### config.mk
export PLATFORM = sky130hd
export DESIGN_NAME = decode_stage_pipe
export DESIGN_NICKNAME = d
export VERILOG_FILES = /design/src/rtl/decode_stage_pipe.sv
export SDC_FILE = /design/constraint.sdc
export NUM_CORES = 1
export LEC_CHECK = 0
export BUFFER_PORTS_ARGS = -buffer_cell sky130_fd_sc_hd__buf_2
export CAP_MARGIN = 20
export CORE_MARGIN = 5
export CORE_UTILIZATION = 49
export CTS_CLUSTER_SIZE = 30
export DETAILED_ROUTE_END_ITERATION = 10
export PLACE_DENSITY = 0.88
export SLEW_MARGIN = 30
export SYNTH_ARGS = -nofsm -noshare
export SYNTH_HDL_FRONTEND = slang
export SYNTH_SLANG_ARGS = --single-unit
### constraint.sdc
create_clock -name clk -period 4.8 [get_ports clk]
set_input_delay 0.96 -clock clk [delete_from_list [all_inputs] [get_ports clk]]
set_output_delay 0.96 -clock clk [all_outputs]
set_load 0.01 [all_outputs]
### src/rtl/decode_stage_pipe.sv
// rtl/decode_stage_pipe.sv - registered MIPS decode stage with forwarding, interlock and ID/EX handshake
module decode_stage_pipe #(
  parameter int XLEN     = 32,
  parameter int RBITS    = 5,
  parameter int RA_IDX   = 31,
  parameter int LINK_OFS = 4,
  parameter int CNT_W    = 16
) (
  input  logic             clk,
  input  logic             reset,
  input  logic             in_valid,
  output logic             in_ready,
  input  logic [25:0]      instr,
  input  logic [XLEN-1:0]  pc,
  input  logic             imm_src,
  input  logic             sign_ext,
  input  logic [1:0]       reg_dest,
  input  logic             flush,
  output logic [RBITS-1:0] r1,
  output logic [RBITS-1:0] r2,
  input  logic [XLEN-1:0]  v1,
  input  logic [XLEN-1:0]  v2,
  input  logic             ex_wr,
  input  logic             ex_load,
  input  logic [RBITS-1:0] ex_rd,
  input  logic [XLEN-1:0]  ex_val,
  input  logic             mem_wr,
  input  logic [RBITS-1:0] mem_rd,
  input  logic [XLEN-1:0]  mem_val,
  output logic             eq_c,
  output logic             out_valid,
  input  logic             out_ready,
  output logic [RBITS-1:0] rd,
  output logic [RBITS-1:0] sht,
  output logic [XLEN-1:0]  imm,
  output logic [XLEN-1:0]  vs,
  output logic [XLEN-1:0]  vt,
  output logic             eq,
  output logic [CNT_W-1:0] stall_cnt
);

  logic             out_valid_q;
  logic [RBITS-1:0] rd_q, sht_q, rd_d;
  logic [XLEN-1:0]  imm_q, vs_q, vt_q, imm_d, vs_d, vt_d;
  logic             eq_q;
  logic [CNT_W-1:0] stall_cnt_q;
  logic             hazard, adv;

  // EX result wins over MEM; a load in EX has no value yet so it never forwards.
  function automatic logic [XLEN-1:0] fwd(
    input logic [RBITS-1:0] r,
    input logic [XLEN-1:0]  rf,
    input logic             e_wr,
    input logic             e_ld,
    input logic [RBITS-1:0] e_rd,
    input logic [XLEN-1:0]  e_val,
    input logic             m_wr,
    input logic [RBITS-1:0] m_rd,
    input logic [XLEN-1:0]  m_val
  );
    if (r == '0)                             return '0;
    else if (e_wr && !e_ld && e_rd == r)     return e_val;
    else if (m_wr && m_rd == r)              return m_val;
    else                                     return rf;
  endfunction

  assign r1 = RBITS'(instr[25:21]);
  assign r2 = RBITS'(instr[20:16]);

  // Operand forwarding, immediate generation and destination select.
  always_comb begin
    vs_d = fwd(r1, v1, ex_wr, ex_load, ex_rd, ex_val, mem_wr, mem_rd, mem_val);
    vt_d = fwd(r2, v2, ex_wr, ex_load, ex_rd, ex_val, mem_wr, mem_rd, mem_val);
    if (imm_src)       imm_d = pc + XLEN'(LINK_OFS);
    else if (sign_ext) imm_d = {{(XLEN-16){instr[15]}}, instr[15:0]};
    else               imm_d = {{(XLEN-16){1'b0}}, instr[15:0]};
    case (reg_dest)
      2'b00:   rd_d = '0;
      2'b01:   rd_d = RBITS'(RA_IDX);
      2'b10:   rd_d = RBITS'(instr[15:11]);
      default: rd_d = RBITS'(instr[20:16]);
    endcase
  end

  assign eq_c     = (vs_d == vt_d);
  assign hazard   = in_valid && ex_wr && ex_load && (ex_rd != '0) &&
                    ((ex_rd == r1) || (ex_rd == r2));
  assign adv      = !out_valid_q || out_ready;
  assign in_ready = adv && !hazard && !flush;

  // ID/EX pipeline register: flush beats load, bubbles on interlock, holds on backpressure.
  always_ff @(posedge clk or posedge reset) begin
    if (reset) begin
      out_valid_q <= 1'b0;
      rd_q        <= '0;
      sht_q       <= '0;
      imm_q       <= '0;
      vs_q        <= '0;
      vt_q        <= '0;
      eq_q        <= 1'b0;
    end else if (flush) begin
      out_valid_q <= 1'b0;
    end else if (adv) begin
      if (in_valid && !hazard) begin
        out_valid_q <= 1'b1;
        rd_q        <= rd_d;
        sht_q       <= RBITS'(instr[10:6]);
        imm_q       <= imm_d;
        vs_q        <= vs_d;
        vt_q        <= vt_d;
        eq_q        <= eq_c;
      end else begin
        out_valid_q <= 1'b0;
      end
    end
  end

  // Saturating count of cycles lost to load-use interlock.
  always_ff @(posedge clk or posedge reset) begin
    if (reset)
      stall_cnt_q <= '0;
    else if (hazard && !flush && stall_cnt_q != '1)
      stall_cnt_q <= stall_cnt_q + 1'b1;
  end

  assign out_valid = out_valid_q;
  assign rd        = rd_q;
  assign sht       = sht_q;
  assign imm       = imm_q;
  assign vs        = vs_q;
  assign vt        = vt_q;
  assign eq        = eq_q;
  assign stall_cnt = stall_cnt_q;

endmodule
* Yosys cells after proc, flatten, opt, wreduce, memory -nomap -nowiden
Index checks and enable logic that the tools add are counted.
** Word-level totals
- Logic and storage cells :: 57
- Output and inout bits :: 136
- Input bits :: 208
- Register bits after elaboration :: 124
** Operators by class
- Bitwise logic cells :: 1
- Multiplexer cells :: 12
- Reductions and logical operators :: 26
- Eq/ne operators :: 8
- Add/sub/neg operators :: 2
** Operators with widths (number)
- two-way mux 32 bit :: 8
- adder 32 x 3 -> 32 bit (second input constant) :: 1
- equality test 32 bit :: 1
- equality test 5 bit :: 4
- adder 16 x 1 -> 16 bit (second input constant) :: 1
- inequality test 16 bit (second input constant) :: 1
- one-hot mux 5 bit (3 select lines) :: 1
- logical AND 1 bit :: 14
- logical NOT 5 bit :: 2
- nonzero test 5 bit :: 1
- logical NOT 1 bit :: 4
- two-way mux 1 bit :: 3
- AND reduction 3 bit :: 1
- equality test 2 x 1 -> 1 bit (second input constant) :: 1
- equality test 2 bit (second input constant) :: 1
- logical NOT 2 bit :: 1
- logical OR 1 bit :: 2
- nonzero test 2 bit :: 1
- NOT 1 bit :: 1

* Depth between registers and ports, before layout
Gate-level depths: netlist (run 1).
- Word-level depth :: 9
- Depth in mapped cells :: 11
- Gate-level depth less buffers :: 8

* Worst setup path before layout (run 1)
No wires, ideal clock.
- Kind :: input to output
- Start :: input instr[16]
- End :: output eq_c
- Data arrival time :: 2878 ps
- Stages :: 11
- Buffers on the path :: 3
- Setup slack :: 962 ps
- Cell sequence :: clkbuf_2 > xnor2_1 > nand2_1 > or3_1 > clkbuf_1 > buf_2 > a31oi_1 > xor2_1 > nor4_1 > nand4_1 > nor2_1
** Between the ends
- Word-level cells in the longest chain between the ends :: 6
- Elaborated cells between the ends (all ways) :: 9
** Ends and longest elaborated chain
- start, declared :: line 13 : input logic [25:0] instr,
- equality test 5 bit :: line 63 : else if (m_wr && m_rd == r) return m_val;
- logical AND 1 bit :: line 63
- two-way mux 32 bit :: line 63
- two-way mux 32 bit :: line 62 : else if (e_wr && !e_ld && e_rd == r) return e_val;
- two-way mux 32 bit * :: line 61 : if (r == '0) return '0;
- equality test 32 bit * :: line 85 : assign eq_c = (vs_d == vt_d);
- end, declared :: line 30 : output logic eq_c,
Every way passes the cells marked *; elsewhere a longest branch is shown, timed or not.

* Worst setup path in the final report (run 1)
- Start :: input instr[23]
- End :: output eq_c
Same word-level chain as after synthesis.

==> qor.yml, run 1 <==
antenna_found_initial: 5
worstSetupStartpointType: "input pin"
cp_max_fo: 51
min_to: "rd[0]"
r2r_slack_ps: 2530
whs_ps: 473.3
cts_tree: "yes"
r2r-start: "stall_cnt[5]"
clkSinkCount: 124
worstHoldPathCells: 1
cts-root-buf: "clkbuf_16"
dp_hpwl_um: 24390
grt_pass1_wl_um: 50700
critPathSlowestCell: "or3_1"
wl_um: 33630
clock.fmax_mhz: 218.7
firstDrtPassIters: 8
clock_path_buffers: 2
rows: 47
crit_chain: "buf_2 > xnor2_1 > nand4_1 > buf_4 > buf_12 > or3_1 > a31oi_1 > xor2_1 > nor4_1 > nand4_1 > nor2_1 > buf_2"
post_cts_buffers: 0
p_per_area_nw_per_um2: 331.9
syn_to_final_growth_pct: 29.42
totalPowerFinal_w: 0.003587
worstPathRequired_ps: 3840
nFillCells: 1381
synth_compound_area_share_pct: 18.66
die-area_um2: 19750
layout_min_cycle_time_ps: 4573
insertion_delay_ps: 430
layout_commonest_cell: "buf_2"
netlist_area_um2: 8349
initial_core_util_pct: 50.17
grt_use_total_pct: 32.57
port_buffers: 343
synthCells: 962
finalMaxSlewViolations: 0
grt_max_degree: 80
max_cap_violations: 0
crit_type: "in2out"
synth_simple_gate_area_share_pct: 19.11
ys_warn_count: 0
clkSlewWorstSetupHoldPaths_ps: 60
maxSlewHeadroom_pct: 45.59
r2r-end: "stall_cnt[15]"
synth_top_cell_by_area: "dfrtp_1"
hold_path_startpoint: "rd[0]"
htree_levels: 4
fin_setup_tns_ps: 0
setup_violations: 0
skew_ps: 13.67
yosys_most_used_dff: "dfrtp_1"
synth.distinct_cells: 38
synth_area_leaders: "dfrtp_1, mux2_2, o31ai_1"
fp.dieW_um: 140.5
grt_overflow: 0
dieHeight_um: 140.5
dp_slack_ps: 247.7
syn_nets: 1172
p_leak_nw: 4.912
synthMuxAreaShare_pct: 9.366
vias: 9339
synth_top_area_share_pct: 37.16
hold_path_class: "reg2reg"
final_antenna_net_count: 0
crit_path_end_kind: "primary output"
worst_pin_slew_ps: 816.2
drive_above_1_share_pct: 39.64
final_nets: 1471
ys_ff_latch: 124
ctsHoldBuffers: 0
ys_seq_area_share_pct: 37.16
post-route-period-util_pct: 95.27
first_global_vias: 9072
via_per_inst: 6.234
fin_ws_ps: 227.0
outcome: "completed"
ff2ff_path_depth: 8
synth_edf_count: 0
synthAdderAreaFrac_pct: 0.2997
ios: 344
cts_made_buffers: 17
cpPeakStageDelay_ps: 370
rsz0062_at_grt: "no"
cp.arrival_ps: 3610
async_reset_ff_share_pct: 100.0
drt_iter0_drc: 1167
globalplace.congestion: 0.9421
synth_top_family_by_area: "simple AND/OR/NAND/NOR gates"
post-route-util_pct: 64.93
syn_area_per_cell_um2: 8.679
drc: 0
final_cell_mix: "buf_2, dfrtp_1, nand2_1"
vdd_ir_drop_max_mv: 0.2809
hold_violations: 0
synthXorXnorAreaFrac_pct: 9.966
cts_resized: 0
core_area_um2: 16640
wl_per_cell_um: 22.45
layer usage:
metal / part of all wire, % / GRT usage (%) / vias to the layer above
met4: 4.7 / 14.89 / 2
met5: 0.021 / 0 / -
met3: 11 / 8.930 / 155
li1: - / - / 4069
met2: 46 / 51.03 / 745
met1: 38 / 42.06 / 4368
synth_stat cells (all sizes together), types with 25 or more instances:
master / count
dfrtp: 124
nand2: 97
o21ai: 91
o31ai: 68
mux2: 65
a31oi: 64
clkbuf: 61
or3: 61
nor2: 53
xor2: 50
xnor2: 45
or2: 32
buf: 30
a21oi: 25
how the worst max path moves through the flow:
stage | start | endpoint | slack (ps) | cells past startpoint
floorplan | reset | eq | 540 | 1
global placement | instr[21] | eq_c | 310 | 9
global route | instr[20] | eq_c | 20 | 11
CTS | instr[20] | eq_c | 240 | 11
finish | instr[23] | eq_c | 230 | 12
detailed placement | instr[20] | eq_c | 250 | 11
worst max-delay path, delay by kind of cell:
kind            cells  cell delay, ps
compound gates      1             290
xor+xnor            2             400
simple gates        5            1240
buf+inv             4             700
sequential cells by signal, summed over array words and instances (netlist names):
signal,flops
vt,32
sht,5
vs,32
eq,1
imm,32
rd,5
out_valid,1
stall_cnt,16
power by group:
group | total (W) | internal (W) | switching, W | leakage [nW]
Sequential | 0.00133 | 0.00122 | 0.000109 | 1.49
Clock | 0.00128 | 0.000735 | 0.000543 | 0.274
Combinational | 0.000980 | 0.000404 | 0.000575 | 3.14
cell families after synthesis:
group / after synthesis
adder cells (fa/ha/maj): 2
multiplexers: 70
XOR/XNOR: 95
AND/OR/NAND/NOR: 314
buffers and inverters: 101
flip-flops: 124
AO/OA/AOI/OAI: 256
final cells by class:
class	count	area (um^2)	share of cell area (%)
timing repair buffer	371	1977	18.30
antenna	4	10.01	0.09264
multi-input combinational	737	4822	44.63
tap	220	275.3	2.547
sequential	124	3103	28.72
clock buffer	18	439.2	4.064
clock inverter	14	136.4	1.262
inverter	10	42.54	0.3937
through the flow:
step / cells / area [um^2]
global route: 1498 / 10810
CTS: 1494 / 10790
floorplan: 962 / 8349
global placement: 1462 / 10200
detailed placement: 1462 / 10220
finish: 1498 / 10810
Note: power is estimated with default switching activity, not from simulation.
==> run 2: changes to the inputs <==
ABC_AREA = 1   (was not set)
CORE_MARGIN = 2   (was 5)
CORE_UTILIZATION = 51   (was 49)
PLACE_DENSITY = 0.89   (was 0.88)
==> run 2 against run 1 <==
  * Sequential power about the same
  * Critical path type unchanged
  * Total power barely moved
  * Combinational power decreased by 0.5%
  * Sequential share of layout area is 2.9 points lower
  * Critical endpoint unchanged
  * Global-route usage grew 2.4 points
  * Critical path depth is 6 higher
==> qor.yml, run 2 <==
outcome: "completed"
syn_nets: 1739  # +48%
port_buffers: 343  # unchanged
grt_pass1_wl_um: 55210  # +8.9%
initial_core_util_pct: 51.64  # +1.5 points
max_cap_violations: 0  # unchanged
crit_type: "in2out"
wl_per_cell_um: 17.16  # -24%
rsz0062_at_grt: "no"
cts_made_buffers: 17  # unchanged
ys_ff_latch: 124  # unchanged
hold_violations: 0  # unchanged
setup_violations: 0  # unchanged
finalMaxSlewViolations: 0  # unchanged
p_leak_nw: 7.042  # +43%
ys_warn_count: 0  # unchanged
fin_setup_tns_ps: 0  # unchanged
worst_pin_slew_ps: 908.5  # +92.26 ps
dieHeight_um: 141.2  # +0.45%
fin_area_um2: 12030  # +11%
fp.dieW_um: 141.2  # +0.45%
via_per_inst: 5.638  # -9.6%
vdd_ir_drop_max_mv: 0.2637  # -6.1%
post-route-period-util_pct: 96.05  # +0.77 points
cp.arrival_ps: 3650  # +40 ps
globalplace.congestion: 0.9738  # +3.4%
place_area_um2: 11410  # +12%
synth.distinct_cells: 43  # +13%
antenna_found_initial: 8  # +3
hold_path_class: "reg2reg"
grt_overflow: 0  # unchanged
layout_min_cycle_time_ps: 4610  # +37.20 ps
crit_path_end_kind: "primary output"
drc: 0  # unchanged
clkSlewWorstSetupHoldPaths_ps: 70  # about the same
clkSinkCount: 124  # unchanged
final_nets: 2036  # +38%
drt_iter0_drc: 1320  # +13%
cpLargestDelayFamily: "simple AND/OR/NAND/NOR gates"
yosys_most_used_dff: "dfrtp_1"
cts_tree: "yes"
grt_max_degree: 132  # +65%
syn_to_final_growth_pct: 25.38
ys_seq_area_share_pct: 32.34  # -4.8 points
synth_edf_count: 0  # unchanged
async_reset_ff_share_pct: 100.0  # unchanged
syn_area_per_cell_um2: 6.276  # -28%
p_per_area_nw_per_um2: 298.3  # -10%
grt_use_total_pct: 34.93  # +2.4 points
first_global_vias: 10780  # +19%
skew_ps: 9.646  # -4.022 ps
clock_path_buffers: 2  # unchanged
crit_chain: "buf_2 > inv_1 > nand2_1 > nand2_1 > nor2_1 > nand3_2 > buf_4 > nand2_1 > nand2_1 > o21ai_0 > nand2_1 > nand2_1 > nand2_1 > nor2_1 > nand2_1 > nor2_1 > and2_1 > buf_2"
insertion_delay_ps: 430  # about the same
rows: 50  # +6.4%
layout_commonest_cell: "nand2_1"
synth_area_leaders: "dfrtp_1, nand2_1, nand3_1"
cts-root-buf: "clkbuf_16"
netlist_area_um2: 9595  # +15%
drive_above_1_share_pct: 25.01  # -15 points
synth_most_common_cell: "nand2_1"
core_area_um2: 18580  # +12%
maxSlewHeadroom_pct: 39.06  # -6.5 points
path_buf_inv: 4  # unchanged
worstPathRequired_ps: 3840  # about the same
clock.fmax_mhz: 216.9  # -0.81%
cp_common_cell: "nand2_1"
synth_top_area_share_pct: 32.34  # -4.8 points
die-area_um2: 19930  # +0.90%
critPathSlowestCell: "nand3_2"
synthCells: 1529  # +59%
worstSetupStartpointType: "input pin"
cp_max_fo: 16  # -69%
cpPeakStageDelay_ps: 390  # +20 ps
firstDrtPassIters: 9  # +1
ios: 344  # unchanged
dp_hpwl_um: 26040  # +6.8%
htree_levels: 4  # unchanged
synth_top_cell_by_area: "dfrtp_1"
final_antenna_net_count: 0  # unchanged
wl_um: 35710  # +6.2%
vias: 11730  # +26%
synthTopCellsByCount: "nand2_1, nand3_1, nor2_1"
final_cell_mix: "nand2_1, buf_2, nand3_1"
==> run 2: per-stage QoR <==
stage	util [%]	instances	setup WS, ps	total power, W	hold slack [ps]
CTS	64.61	2073	252.9	0.003583	480.1
floorplan	-	1529	540.8	0.001842	515.4
finish	64.75	2081	189.8	0.003589	475.8
global placement	61.43	2041	282.3	0.002263	457.7
detailed placement	61.43	2041	263.8	0.002281	460.6
global route	64.73	2080	1.911	0.003751	503.3
==> run 2: final cells by class <==
type / count / area (um^2)
sequential: 124 / 3103
antenna: 8 / 20.02
clock inverter: 15 / 166.4
fill: 1670 / 6550
timing repair buffer: 362 / 1947
clock buffer: 17 / 425.4
tap: 234 / 292.8
multi-input combinational: 1162 / 5477
inverter: 159 / 599.3
==> run 2: worst paths after layout <==
path | endpoint | startpoint | slack, ps | cells past startpoint
setup reg to reg | imm[12] | out_valid | 2360 | 7
setup / recovery | eq_c | instr[24] | 190 | 18
max in group asynchronous | imm[0] | reset | 3540 | 3
min in group asynchronous | stall_cnt[11] | reset | 630 | 3
hold / removal | imm[8] | imm[8] | 480 | 2
hold reg to reg | imm[8] | imm[8] | 480 | 2
==> run 2: power breakdown <==
group          switching (W)  internal, W  total, W
Clock               0.000606     0.000701   0.00131
Combinational       0.000603     0.000372  0.000975
Sequential          0.000104      0.00120   0.00131
==> run 2: worst reg2reg max path: cells and delay by family (launching register included) <==
family	cells	cell delay [ps]
flops	1	360
buf+inv	1	890
simple gates	6	1070
==> run 2: cell families (layout without fill, tap and decap cells) <==
logic type               after synthesis  after routing  synth area share, %
buffers and inverters                243            553                11.08
AO/OA/AOI/OAI                        154            154                9.206
AND/OR/NAND/NOR                      979            979                44.65
flip-flops                           124            124                32.34
adder cells (fa/ha/maj)                2              2               0.2607
XOR/XNOR                              27             27                2.465
other                                  0              8                    0
==> run 2: repair_timing <==
item                                    CTS  global route
gates resized for setup                   0             1
hold buffers                              0             0
setup buffers                             0             0
endpoints found under the setup margin    0             1
==> run 2: layer usage <==
metal	part of all wire (%)	vias up	global-route usage (%)
li1	-	5513	-
met1	39	5264	44.77
met2	45	795	54.91
met3	11	158	8.899
met4	5.2	2	17.47
met5	0.031	-	0
==> run 3: changes to the inputs <==
PLACE_DENSITY = 0.93   (was 0.89)
==> run 3 against run 2 <==
  * Sequential cell count is the same
  * Maximum frequency increased by 6.3%
  * Final cell count is essentially flat
  * Hold slack better by 0.64 ps
  * Clock power is 5% lower
  * Largest cell class unchanged
==> qor.yml, run 3 (synthesized netlist as in run 2, its figures left out) <==
cts_resized: 0  # unchanged
fin_setup_tns_ps: 0  # unchanged
fp.dieW_um: 141.2  # unchanged
crit_chain: "buf_2 > inv_1 > nand2_1 > nand2_1 > nand3_1 > nor2_2 > buf_4 > nand3_1 > nand2_1 > inv_1 > o21ai_1 > nand2_1 > nand2_1 > nand2_1 > nor2_1 > nand2_1 > nor2_1 > and2_1 > buf_2"
syn_to_final_growth_pct: 23.97
final_nets: 2035  # -0.049%
maxSlewHeadroom_pct: 42.32  # +3.3 points
htree_levels: 4  # unchanged
core_area_um2: 18580  # unchanged
fin_ws_ps: 463.4  # +273.6 ps
skew_ps: 5.878  # -3.768 ps
layout_commonest_cell: "nand2_1"
clock_path_buffers: 2  # unchanged
hold_path_startpoint: "imm[1]"
worst_pin_slew_ps: 863.9  # -44.54 ps
final_antenna_net_count: 0  # unchanged
dp_slack_ps: 551.0  # +287.2 ps
cpLargestDelayFamily: "simple AND/OR/NAND/NOR gates"
clkSlewWorstSetupHoldPaths_ps: 60  # about the same
cts_tree: "yes"
final_cell_mix: "nand2_1, buf_2, nand3_1"
worstPathRequired_ps: 3840  # about the same
ctsHoldBuffers: 0  # unchanged
wl_per_cell_um: 17.26  # +0.57%
ff2ff_path_depth: 7  # unchanged
totalPowerFinal_w: 0.003516  # -2.0%
dp_hpwl_um: 25740  # -1.1%
insertion_delay_ps: 420  # about the same
globalplace.congestion: 0.9800  # +0.64%
initial_core_util_pct: 51.64  # unchanged
hold_violations: 0  # unchanged
ios: 344  # unchanged
hold_path_class: "reg2reg"
cp.arrival_ps: 3380  # -270 ps
critPathSlowestCell: "buf_4"
clock.fmax_mhz: 230.6  # +6.3%
dieHeight_um: 141.2  # unchanged
drive_above_1_share_pct: 25.03  # about the same
grt_max_degree: 105  # -20%
rows: 50  # unchanged
max_cap_violations: 0  # unchanged
drc: 0  # unchanged
die-area_um2: 19930  # unchanged
post-route-period-util_pct: 90.35  # -5.7 points
crit_path_end_kind: "primary output"
antenna_found_initial: 7  # -1
worstSetupStartpointType: "input pin"
min_to: "imm[1]"
p_leak_nw: 6.988  # -0.76%
vias: 11710  # -0.18%
finalMaxSlewViolations: 0  # unchanged
cpPeakStageDelay_ps: 380  # about the same
rsz0062_at_grt: "no"
layout_min_cycle_time_ps: 4337  # -273.6 ps
cts_made_buffers: 17  # unchanged
setup_violations: 0  # unchanged
grt_pass1_wl_um: 55790  # +1.0%
r2r-start: "out_valid"
worstHoldPathCells: 2  # unchanged
path_buf_inv: 5  # +1
cp_common_cell: "nand2_1"
r2r_slack_ps: 2350  # about the same
firstDrtPassIters: 6  # -3
post_cts_buffers: 0  # unchanged
via_per_inst: 5.633  # about the same
crit_type: "in2out"
r2r-end: "imm[18]"
wl_um: 35880  # +0.47%
cp_max_fo: 31  # +15
dpl.cell_count: 2040  # -0.049%
cts-root-buf: "clkbuf_16"
vdd_ir_drop_max_mv: 0.2408  # -8.7%
p_per_area_nw_per_um2: 295.6  # -0.91%
nFillCells: 1681  # +0.66%
drt_iter0_drc: 1277  # -3.3%
grt_overflow: 0  # unchanged
port_buffers: 343  # unchanged
clkSinkCount: 124  # unchanged
outcome: "completed"
fin_cells: 2079  # -0.096%
grt_use_total_pct: 35.25  # +0.32 points
first_global_vias: 10820  # +0.40%
-- run 3: cell types whose count changed in the layout (fill, tap and decap cells not counted), moves of 4 or more --
| cell | previous run | this run |
|---|---|---|
| buf_12 | 7 | 2 |
| nor2_2 | 4 | 9 |
| nor2_4 | 9 | 4 |
| buf_4 | 12 | 16 |
-- run 3: cell type report --
cell class / instances / area, um^2 / share of cell area (%)
Sequential cell: 124 / 3103 / 26.09
Tap cell: 234 / 292.8 / 2.461
Inverter: 159 / 599.3 / 5.038
Clock buffer: 17 / 425.4 / 3.576
Multi-Input combinational cell: 1162 / 5451 / 45.83
Clock inverter: 15 / 128.9 / 1.083
Antenna cell: 7 / 17.52 / 0.1473
Timing Repair Buffer: 361 / 1877 / 15.78
-- run 3: worst min-delay path: cells and delay by family (launching register included) --
family | cells | cell delay (ps)
AOI/OAI and AO/OA | 1 | 50
and+or+nand+nor | 1 | 50
DFF | 1 | 340
-- run 3: worst max path at each step --
stage / from / end / slack, ps / depth (start not counted)
6_report: instr[22] / eq_c / 460 / 19
3_5_place_dp: instr[17] / eq_c / 550 / 16
5_1_grt: instr[22] / eq_c / 230 / 19
2_1_floorplan: reset / eq / 540 / 1
4_1_cts: instr[17] / eq_c / 540 / 16
3_3_place_gp: instr[22] / eq_c / 570 / 19
-- run 3: metrics by stage --
stage / area [um^2] / utilization (%) / hold WS (ps)
floorplan: 9595 / - / 515.4
global placement: 11320 / 60.94 / 456.8
detailed placement: 11320 / 60.94 / 464.1
CTS: 11880 / 63.93 / 480.7
global route: 11890 / 63.99 / 496.5
finish: 11900 / 64.02 / 476.4
-- run 3: layer usage --
layer / GRT usage, % / wire length, um / up-vias
li1: - / - / 5502
met1: 44.91 / 13740 / 5286
met2: 55.98 / 16440 / 775
met3: 8.865 / 3945 / 148
met4: 17.26 / 1754 / 0
met5: 0 / 0 / -
-- run 3: power by group --
part           switching [W]  internal (W)
clock network       0.000563      0.000679
logic               0.000600      0.000366
registers           0.000104       0.00120
total                0.00127       0.00225
